--- src/rtl/sha_nonce_sched.sv ---
// rtl/sha_nonce_sched.sv - nonce issue sequencer and hit detector in front of the pipelined SHA block
module sha_nonce_sched #(
    parameter int WORD_S = 32,
    parameter int H_SIZE = 256,
    parameter int CNT_W  = 8
) (
    input  logic              clk,
    input  logic              reset,
    input  logic              start,
    input  logic              abort,
    input  logic [WORD_S-1:0] nonce_first,
    input  logic [WORD_S-1:0] nonce_last,
    input  logic [H_SIZE-1:0] target,
    output logic              pipe_en,
    output logic [WORD_S-1:0] pipe_nonce,
    input  logic              pipe_en_next,
    input  logic [WORD_S-1:0] pipe_nonce_out,
    input  logic [H_SIZE-1:0] pipe_H,
    output logic              busy,
    output logic              done,
    output logic              found,
    output logic [WORD_S-1:0] found_nonce,
    output logic              exhausted
);

    typedef enum logic [1:0] {
        S_IDLE,
        S_ISSUE,
        S_DRAIN,
        S_DONE
    } state_t;

    state_t            state;
    logic [CNT_W-1:0]  cnt;
    logic [CNT_W-1:0]  cnt_nx;
    logic [WORD_S-1:0] next_nonce;
    logic [WORD_S-1:0] last_q;
    logic [H_SIZE-1:0] target_q;
    logic              abort_seen;
    logic              active;
    logic              hit;

    // First hit of the current run and the in-flight count after this cycle's issue/retire.
    // A result with nothing in flight is a protocol error: the count saturates at zero.
    always_comb begin
        active = (state == S_ISSUE) || (state == S_DRAIN);
        hit    = active && pipe_en_next && !found && (pipe_H < target_q);
        cnt_nx = cnt;
        if (pipe_en && !pipe_en_next) begin
            cnt_nx = cnt + CNT_W'(1);
        end else if (!pipe_en && pipe_en_next && (cnt != '0)) begin
            cnt_nx = cnt - CNT_W'(1);
        end
    end

    // Control FSM with registered pipeline and status outputs.
    always_ff @(posedge clk) begin
        if (reset) begin
            state       <= S_IDLE;
            pipe_en     <= 1'b0;
            pipe_nonce  <= '0;
            busy        <= 1'b0;
            done        <= 1'b0;
            found       <= 1'b0;
            found_nonce <= '0;
            exhausted   <= 1'b0;
            cnt         <= '0;
            next_nonce  <= '0;
            last_q      <= '0;
            target_q    <= '0;
            abort_seen  <= 1'b0;
        end else begin
            cnt  <= cnt_nx;
            done <= 1'b0;
            if (hit) begin
                found       <= 1'b1;
                found_nonce <= pipe_nonce_out;
            end
            case (state)
                S_IDLE, S_DONE: begin
                    pipe_en <= 1'b0;
                    if (start) begin
                        last_q     <= nonce_last;
                        target_q   <= target;
                        next_nonce <= nonce_first;
                        found      <= 1'b0;
                        exhausted  <= 1'b0;
                        abort_seen <= 1'b0;
                        busy       <= 1'b1;
                        state      <= S_ISSUE;
                    end
                end
                S_ISSUE: begin
                    if (abort) begin
                        abort_seen <= 1'b1;
                    end
                    if (hit || abort) begin
                        // The nonce on the bus this cycle is already counted; stop after it.
                        pipe_en <= 1'b0;
                        state   <= S_DRAIN;
                    end else begin
                        pipe_en    <= 1'b1;
                        pipe_nonce <= next_nonce;
                        next_nonce <= next_nonce + WORD_S'(1);
                        // Wrapping past all-ones is legal, so only equality ends the range.
                        if (next_nonce == last_q) begin
                            state <= S_DRAIN;
                        end
                    end
                end
                S_DRAIN: begin
                    pipe_en <= 1'b0;
                    if (abort) begin
                        abort_seen <= 1'b1;
                    end
                    if (cnt_nx == '0) begin
                        state     <= S_DONE;
                        busy      <= 1'b0;
                        done      <= 1'b1;
                        exhausted <= !(found || hit) && !(abort_seen || abort);
                    end
                end
                default: state <= S_IDLE;
            endcase
        end
    end

endmodule

--- config.mk ---
export PLATFORM = sky130hd
export DESIGN_NAME = sha_nonce_sched
export DESIGN_NICKNAME = d
export VERILOG_FILES = /design/src/rtl/sha_nonce_sched.sv
export SDC_FILE = /design/constraint.sdc
export NUM_CORES = 1
export LEC_CHECK = 0
export BUFFER_PORTS_ARGS = -buffer_cell sky130_fd_sc_hd__buf_2
export CORE_AREA = 4 4 260 262
export DETAILED_ROUTE_END_ITERATION = 8
export DIE_AREA = 0 0 264 266
export PLACE_DENSITY = 0.63
export SKIP_CTS_REPAIR_TIMING = 1
export SYNTH_ARGS = -nofsm -noshare
export SYNTH_HDL_FRONTEND = slang
export SYNTH_SLANG_ARGS = --single-unit
--- constraint.sdc ---
create_clock -name clk -period 4.1 [get_ports clk]
set_input_delay 0.41 -clock clk [delete_from_list [all_inputs] [get_ports clk]]
set_output_delay 0.41 -clock clk [all_outputs]
set_load 0.01 [all_outputs]
==> summary.md, run 1 <==
| Metric | Value |
|---|---|
| Run status | finished clean |
| Synth Warn # | 0 |
| Largest net degree at the start of global routing | 154 |
| Leakage power | 12.1 nW |
| Seq cells post-synth | 400 |
| Switch Pwr | approximately 5.8 mW |
| CTS clk-pin slew, worst paths | 0.07 ns |
| Area grow syn2layout | 28.5% |
| Setup violators final | 0 |
| Clk sink count | 400 |
| Worst-case vdd ir drop | 506 µV |
| Crit Path Class | flip-flop to flip-flop |
| Ys flop type | dfxtp_1 |
| Final Hold Vio Count | 0 |
| Max Cap Viol | 0 |
| Switching Share | a little under two fifths |
| Die area | 0.0702 mm² |
| Hold_sp | target[254] |
| Fraction of layout cells with a size suffix above 1 | about a quarter |
| Cells on Worst Hold Path | 3 |
| CTS Buf Count | 47 |
| Fin util | 42.6% |
| Fillcell total | between 6000 and 7000 |
| Async SR Flop Fraction | 0% |
| Combinational fraction of design power | between 30% and 40% |
| Power Total | 15.3 mW |
| Startpoint types | flip-flop |
| H-tree depth | 2 |
| Clock power share | 29.9% |
| Sequential area share after synthesis | 37.0% |
| Global-route wire length before repair | 116 mm |
| Vias | roughly 21000 |
| # IOs | ~680 |
| Seq pwr share | 34.5% |
| Critical Path End Type | flip-flop |
| Worst path cell trace | inv_1 -> ha_1 -> nand4_1 -> nor4_1 -> nand4_1 -> nor4_2 -> nand2_1 -> o211ai_2 -> a31oi_1 -> and3_1 -> buf_12 -> or4_1 -> a32o_1 |
| Post-DP Area | 0.0261 mm² |
| RR Endpoint | next_nonce[5] |
| Total GRT Usage | 20.6% |
| Setup Skew | around 0.03 ns |
| 1st-iter DRT viols | 1310 |
| Vias in the first global route | between 20000 and 25000 |
| Vias/cell | just under 5 |
| Reg2Reg Setup Slack | approximately 0.39 ns |
| Die Y | 266 µm |
| Clock latency at the later pin of the worst-skew pair | ~0.59 ns |
| EDFF count, synth | 0 |
| Crit share post-route | 90.4% |
| Half-perimeter wire length after placement | 59.4 mm |
| Mapped Avg Cell Area | 7.64 µm² |
| Seq. cell area | 0.00801 mm² |
| Iteration count of the initial detailed-routing pass | 6 |
| DRC errors left | 0 |
| Port Buf Inserts | ~700 |
| Clock tree buffer depth | 3 |
| CP Launch Point | target_q[153] |
| Slowest cell on crit path | nor4_1 |
| Drt total wl | 76.7 mm |
| Hold crit path type | input port to flip-flop |
| Die width | 264 µm |
| Total gr overflow | 0 |
| Most used cell, CP | nand4_1 |
| Initial antenna violation count | 33 |
| Placer Congestion | 0.926 |
| Number of distinct library cells after synthesis | 64 |
| # rows | 94 |
| R2r startpoint | target_q[153] |
| Cells after synthesis | 2833 |
| Nets | between 4000 and 5000 |
| Final Max Tran Viols | 0 |
| DRT antenna net count | 0 |
| Max incr delay on CP | 0.53 ns |
| Internal Power | 9.56 mW |
| Critical path arrival | 4.18 ns |
| Design area | around 0.028 mm² |
| Worst endpoint required time | 4.58 ns |
| Clock Tree Root | clkbuf_16 |
| Initial core utilization | 33.1% |
| CTS tree | yes |
| F_max | 0.270 GHz |
| Unrepaired setup endpoints after global routing | no |
| Core Region | 0.0654 mm² |
| Measured slew at the worst slew-check pin | roughly 0.91 ns |
| Pwr dens | ~550 mW/mm² |
| Avg WL per Cell | 17.5 µm |
| Rel. slew slack | 39.4% |
| Min Tclk post-route | about 3.7 ns |
| Synth Net Count | 3708 |
| Synthesized area | 0.0217 mm² |
| Hold EP | target_q[254] |
| Area of the multi-input gates | between 0.01 and 0.015 mm² |
| Reg2Reg Depth | 13 |
| CP Max Fanout | 7 |
-- layout make-up --
type / count / share of cell area (%)
clock inverters: 30 / 1.49
diodes: 22 / 0.198
flip-flops and latches: 400 / 28.8
clock buffers: 57 / 4.61
multi-input cells: 2015 / 43.5
inverters: 273 / 3.68
repair buffers: 722 / 13.9
well taps: 864 / 3.88
-- placed cells by master (no fill, tap or decap), drive strengths merged, types with 5 or more instances in the layout --
master  count
o31ai      14
and2        7
nand2     740
a21o       30
buf       722
a31oi      15
inv       275
nand2b      7
and3        6
o21a        5
mux2i      35
ha        262
nand3      46
dfxtp     400
nor4       25
clkinv     16
xor2       35
a32o       20
bufinv      8
o22ai       5
a211oi     23
nor2       92
nand4      70
and4        7
a21oi     423
a221oi      9
o21ai      49
o211ai     12
diode      22
xnor2       5
nor2b       6
nor3       20
clkbuf     57
-- worst max-delay path by stage --
stage	endpoint	slack, ns	cells after the start
detailed placement	next_nonce[28]	-0.04	15
finish	next_nonce[5]	0.39	13
global route	next_nonce[12]	0.1	14
floorplan	next_nonce[12]	1.01	12
CTS	next_nonce[28]	0.09	15
global placement	next_nonce[28]	-0.05	15
-- per-stage QoR --
| step | setup TNS (ns) | hold WS [ns] | setup slack [ns] | cells |
|---|---|---|---|---|
| floorplan | 0 | 0.436 | 1.01 | 2833 |
| global placement | -0.0844 | 0.439 | -0.0498 | 4274 |
| detailed placement | -0.0784 | 0.441 | -0.0437 | 4274 |
| CTS | 0 | -0.00125 | 0.0918 | 4361 |
| global route | 0 | 0.0226 | 0.0997 | 4376 |
| finish | 0 | 0.0522 | 0.395 | 4383 |
-- power groups by stage --
| stage | clock [mW] | sequential, mW | combinational, mW |
|---|---|---|---|
| finish | 4.58 | 5.29 | 5.46 |
| global route | 4.86 | 5.39 | 6.21 |
| CTS | 4.71 | 5.28 | 5.50 |
| detailed placement | 0 | 5.37 | 5.46 |
| global placement | 0 | 5.35 | 5.40 |
| floorplan | 0 | 5.17 | 3.81 |
-- logic make-up after synthesis --
group	count (synthesis)	synth area share (%)
compound gates	634	16.9
xor+xnor	40	1.62
simple gates	1044	20.4
fa+ha+maj	262	15.1
flops	400	37.0
buf+inv	418	7.33
mux	35	1.62
-- registers in the layout (all words and copies together) (netlist names), 2 cells and up --
name and cells:
target_q 256, found_nonce 32, last_q 32, next_nonce 32, pipe_nonce 32, cnt 8
state 2
-- per-layer routing --
metal	routed length (µm)	share of wire (%)	track usage (%)
met4	2170	2.8	5.87
met2	37900	49	37.1
met5	138	0.18	0
met1	31200	41	24.4
met3	5320	6.9	5.26
-- synthesized netlist by cell type (3+ instances only) --
cell	number	area (µm²)
or4_1	4	30.0
a221oi_1	9	78.8
ha_1	262	3280
a31oi_1	15	93.8
a22o_1	3	26.3
buf_2	9	45.0
a21oi_1	423	2120
o21ai_0	46	230
nand2b_1	7	43.8
xnor2_1	5	43.8
mux2i_1	35	350
nand2_1	740	2780
nor2b_1	6	37.5
a32o_1	20	200
o41ai_1	4	35.0
o21a_1	5	37.5
nor3b_1	4	30.0
a21o_1	30	225
xor2_1	35	307
nand4_1	70	438
nor2_1	92	345
and4_1	7	61.3
clkbuf_1	133	499
nand3_1	46	230
nor3_1	19	95.1
and2_1	7	43.8
inv_1	272	1020
o211ai_1	11	82.6
o31ai_1	14	105
and3_1	6	37.5
dfxtp_1	400	8010
nor4_1	23	144
or3_1	4	25.0
a211oi_1	23	173
o21ai_1	3	15.0
o22ai_1	5	31.3
-- worst max-delay path, delay by kind of cell, from the launching register on --
| kind | cells | cell delay [ns] |
|---|---|---|
| flip-flops | 1 | 0.34 |
| AO/OA/AOI/OAI | 3 | 0.48 |
| adder cells (fa/ha/maj) | 1 | 0.28 |
| AND/OR/NAND/NOR | 7 | 2.26 |
| buffers and inverters | 2 | 0.26 |
Note: power is estimated with default switching activity, not from simulation.
==> inputs of run 2 (changes only) <==
CTS_BUF_LIST = sky130_fd_sc_hd__clkbuf_8   (was unset)
==> run 2 against run 1 <==
  * Via count increased by 8.0%
  * Maximum frequency shrank 0.24%
  * Worst hold slack got worse by 0.0056 ns
  * Wire length rose by 6.1%
  * Critical path type unchanged
  * Largest cell class unchanged
==> summary.md, run 2 (synthesized netlist as in run 1, its figures left out) <==
| Metric | Value |
|---|---|
| Run status | finished clean |
| DR WL met2 | 40.7 mm (+7.5%) |
| Post-DP Area | 0.0261 mm² (unchanged) |
| Placer Congestion | 0.926 (unchanged) |
| Worst-case vdd ir drop | 488 µV (-3.7%) |
| Clk sink count | 400 (unchanged) |
| Global-route wire length before repair | 116 mm (+0.36%) |
| Most flop-heavy register | target_q |
| Slowest cell on crit path | nor4_1 |
| Hold EP | target_q[140] |
| DRT antenna net count | 0 (unchanged) |
| Kind of cell adding the most delay to the critical path | simple AND/OR/NAND/NOR gates |
| # rows | 94 (unchanged) |
| Critical path arrival | 4.27 ns (+0.09 ns) |
| R2r startpoint | target_q[151] |
| Reg2Reg Depth | 13 (unchanged) |
| Port Buf Inserts | 681 (unchanged) |
| RR Endpoint | next_nonce[31] |
| Startpoint types | flip-flop |
| # IOs | 682 (unchanged) |
| Vias/cell | 4.90 (about the same) |
| H-tree depth | 3 (+1) |
| Critical Path End Type | flip-flop |
| Setup violators final | 0 (unchanged) |
| Min Tclk post-route | 3.71 ns (+0.00877 ns) |
| Reg2Reg Setup Slack | 0.39 ns (about the same) |
| Cells on Worst Hold Path | 3 (unchanged) |
| Max layer used | met5 |
| Rel. slew slack | 38.6% (-0.78 points) |
| Final worst setup slack | 0.386 ns (-0.00878 ns) |
| DRC errors left | 0 (unchanged) |
| Initial core utilization | 33.1% (unchanged) |
| Clock latency at the later pin of the worst-skew pair | 0.67 ns (+0.08 ns) |
| Fin util | 47.1% (+4.6 points) |
| Final Hold Vio Count | 0 (unchanged) |
| Core Region | 0.0654 mm² (unchanged) |
| Crit Path Class | flip-flop to flip-flop |
| Design area | 0.0308 mm² (+11%) |
| Vias | 23200 (+8.0%) |
| Max incr delay on CP | 0.52 ns (about the same) |
| Avg WL per Cell | 17.2 µm (-1.7%) |
| 1st-iter DRT viols | 1447 (+10%) |
| Hold crit path type | input port to flip-flop |
| CP Max Fanout | 35 (+28) |
| Setup Skew | 0.0491 ns (+0.0187 ns) |
| Total gr overflow | 0 (unchanged) |
| Power Total | 15.1 mW (-1.3%) |
| Die Y | 266 µm (unchanged) |
| Clock tree buffer depth | 3 (unchanged) |
| Die width | 264 µm (unchanged) |
| Crit share post-route | 90.6% (+0.21 points) |
| Max FFs per register | 256 (unchanged) |
| Area grow syn2layout | 42.3% |
| Drt total wl | 81.4 mm (+6.1%) |
| CTS clk-pin slew, worst paths | 0.06 ns (about the same) |
| Worst hold slack | 0.0466 ns (-0.00564 ns) |
| Fillcell total | 6499 (-5.1%) |
| Iteration count of the initial detailed-routing pass | 7 (+1) |
| Measured slew at the worst slew-check pin | 0.920 ns (+0.0116 ns) |
| Buf/Inv on CP | 2 (unchanged) |
| Place WS | -0.0437 ns (unchanged) |
| DR WL met3 | 5.40 mm (+1.4%) |
| CTS Buf Count | 76 (+62%) |
| Most used cell, CP | nand2_1 |
| Largest net degree at the start of global routing | 154 (unchanged) |
| Worst endpoint required time | 4.66 ns (+0.08 ns) |
| Initial antenna violation count | 22 (-33%) |
| Max Cap Viol | 0 (unchanged) |
| Cell Count, Final, Fillers Out | 4733 (+8.0%) |
| Unrepaired setup endpoints after global routing | no |
| Worst path cell trace | inv_1 -> ha_1 -> nand2_1 -> nor4_1 -> nand4_1 -> nor4_2 -> nand2_1 -> o211ai_2 -> a31oi_1 -> and3_2 -> buf_4 -> or3_1 -> a32o_1 |
| Clock Tree Root | clkbuf_8 |
| Placed Instances | 4274 (unchanged) |
| Setup TNS | 0 ns (unchanged) |
| Most frequent cells in the layout | nand2_1 (739), buf_2 (680), a21oi_1 (423) |
| Pwr dens | 491 mW/mm² (-11%) |
| Fraction of layout cells with a size suffix above 1 | 22.1% (-1.3 points) |
| CTS tree | yes |
| Die area | 0.0702 mm² (unchanged) |
| Half-perimeter wire length after placement | 59.4 mm (unchanged) |
| Nets | 4676 (+7.9%) |
| Total GRT Usage | 20.8% (+0.18 points) |
| Commonest non-fill, non-tap cell in the layout | nand2_1 |
| Hold_sp | target[140] |
| F_max | 0.269 GHz (-0.24%) |
| Final Max Tran Viols | 0 (unchanged) |
| Leakage power | 13.4 nW (+11%) |
| DRT met1 WL | 32.7 mm (+4.5%) |
| Vias in the first global route | 21000 (+1.2%) |
==> run 2: changes by cell type in the layout (fill, tap and decap cells not counted), moves of 8 or more <==
| cell | before | now |
|---|---|---|
| inv_1 | 272 | 290 |
| bufinv_16 | 8 | 0 |
| dlygate4sd3_1 | 0 | 313 |
| diode_2 | 22 | 12 |
| clkbuf_8 | 7 | 99 |
| clkbuf_16 | 47 | 0 |
==> run 2: worst register-to-register path, delay by kind of cell (launching register included) <==
| family | cells | cell delay [ns] |
|---|---|---|
| compound gates | 3 | 0.46 |
| flops | 1 | 0.34 |
| fa+ha+maj | 1 | 0.32 |
| buf+inv | 2 | 0.35 |
| simple gates | 7 | 2.15 |
==> run 2: cell type report <==
class | instances | area [µm²] | share of cell area [%]
antenna | 12 | 30.0 | 0.0974
clock buffer | 99 | 1360 | 4.42
clock inverter | 35 | 219 | 0.711
inverter | 273 | 1020 | 3.33
multi-input combinational | 2015 | 12100 | 39.2
sequential | 400 | 8010 | 26.0
tap | 864 | 1080 | 3.51
timing repair buffer | 1035 | 7000 | 22.7
==> run 2: per-layer routing <==
metal  track usage (%)  up-vias
li1                  -    11500
met4              6.54       22
met3              6.29      196
met5                 0        -
met1              24.2    10600
met2              36.8      801
==> run 2: worst max path at each step <==
stage | to | slack (ns) | depth (start not counted) | from
after floorplan | next_nonce[12] | 1.01 | 12 | pipe_H[238]
after global placement | next_nonce[28] | -0.05 | 15 | pipe_H[97]
after global routing | found_nonce[24] | 0.12 | 15 | target_q[99]
final | next_nonce[31] | 0.39 | 13 | target_q[151]
after detailed placement | next_nonce[28] | -0.04 | 15 | pipe_H[97]
after CTS | next_nonce[28] | 0.08 | 15 | target_q[102]
==> run 2: report_power, final <==
group	leakage, nW	internal (mW)	switching (mW)
Clock	0.890	2.20	1.87
Sequential	3.27	4.70	0.606
Combinational	9.28	2.30	3.45
Total	13.4	9.20	5.93
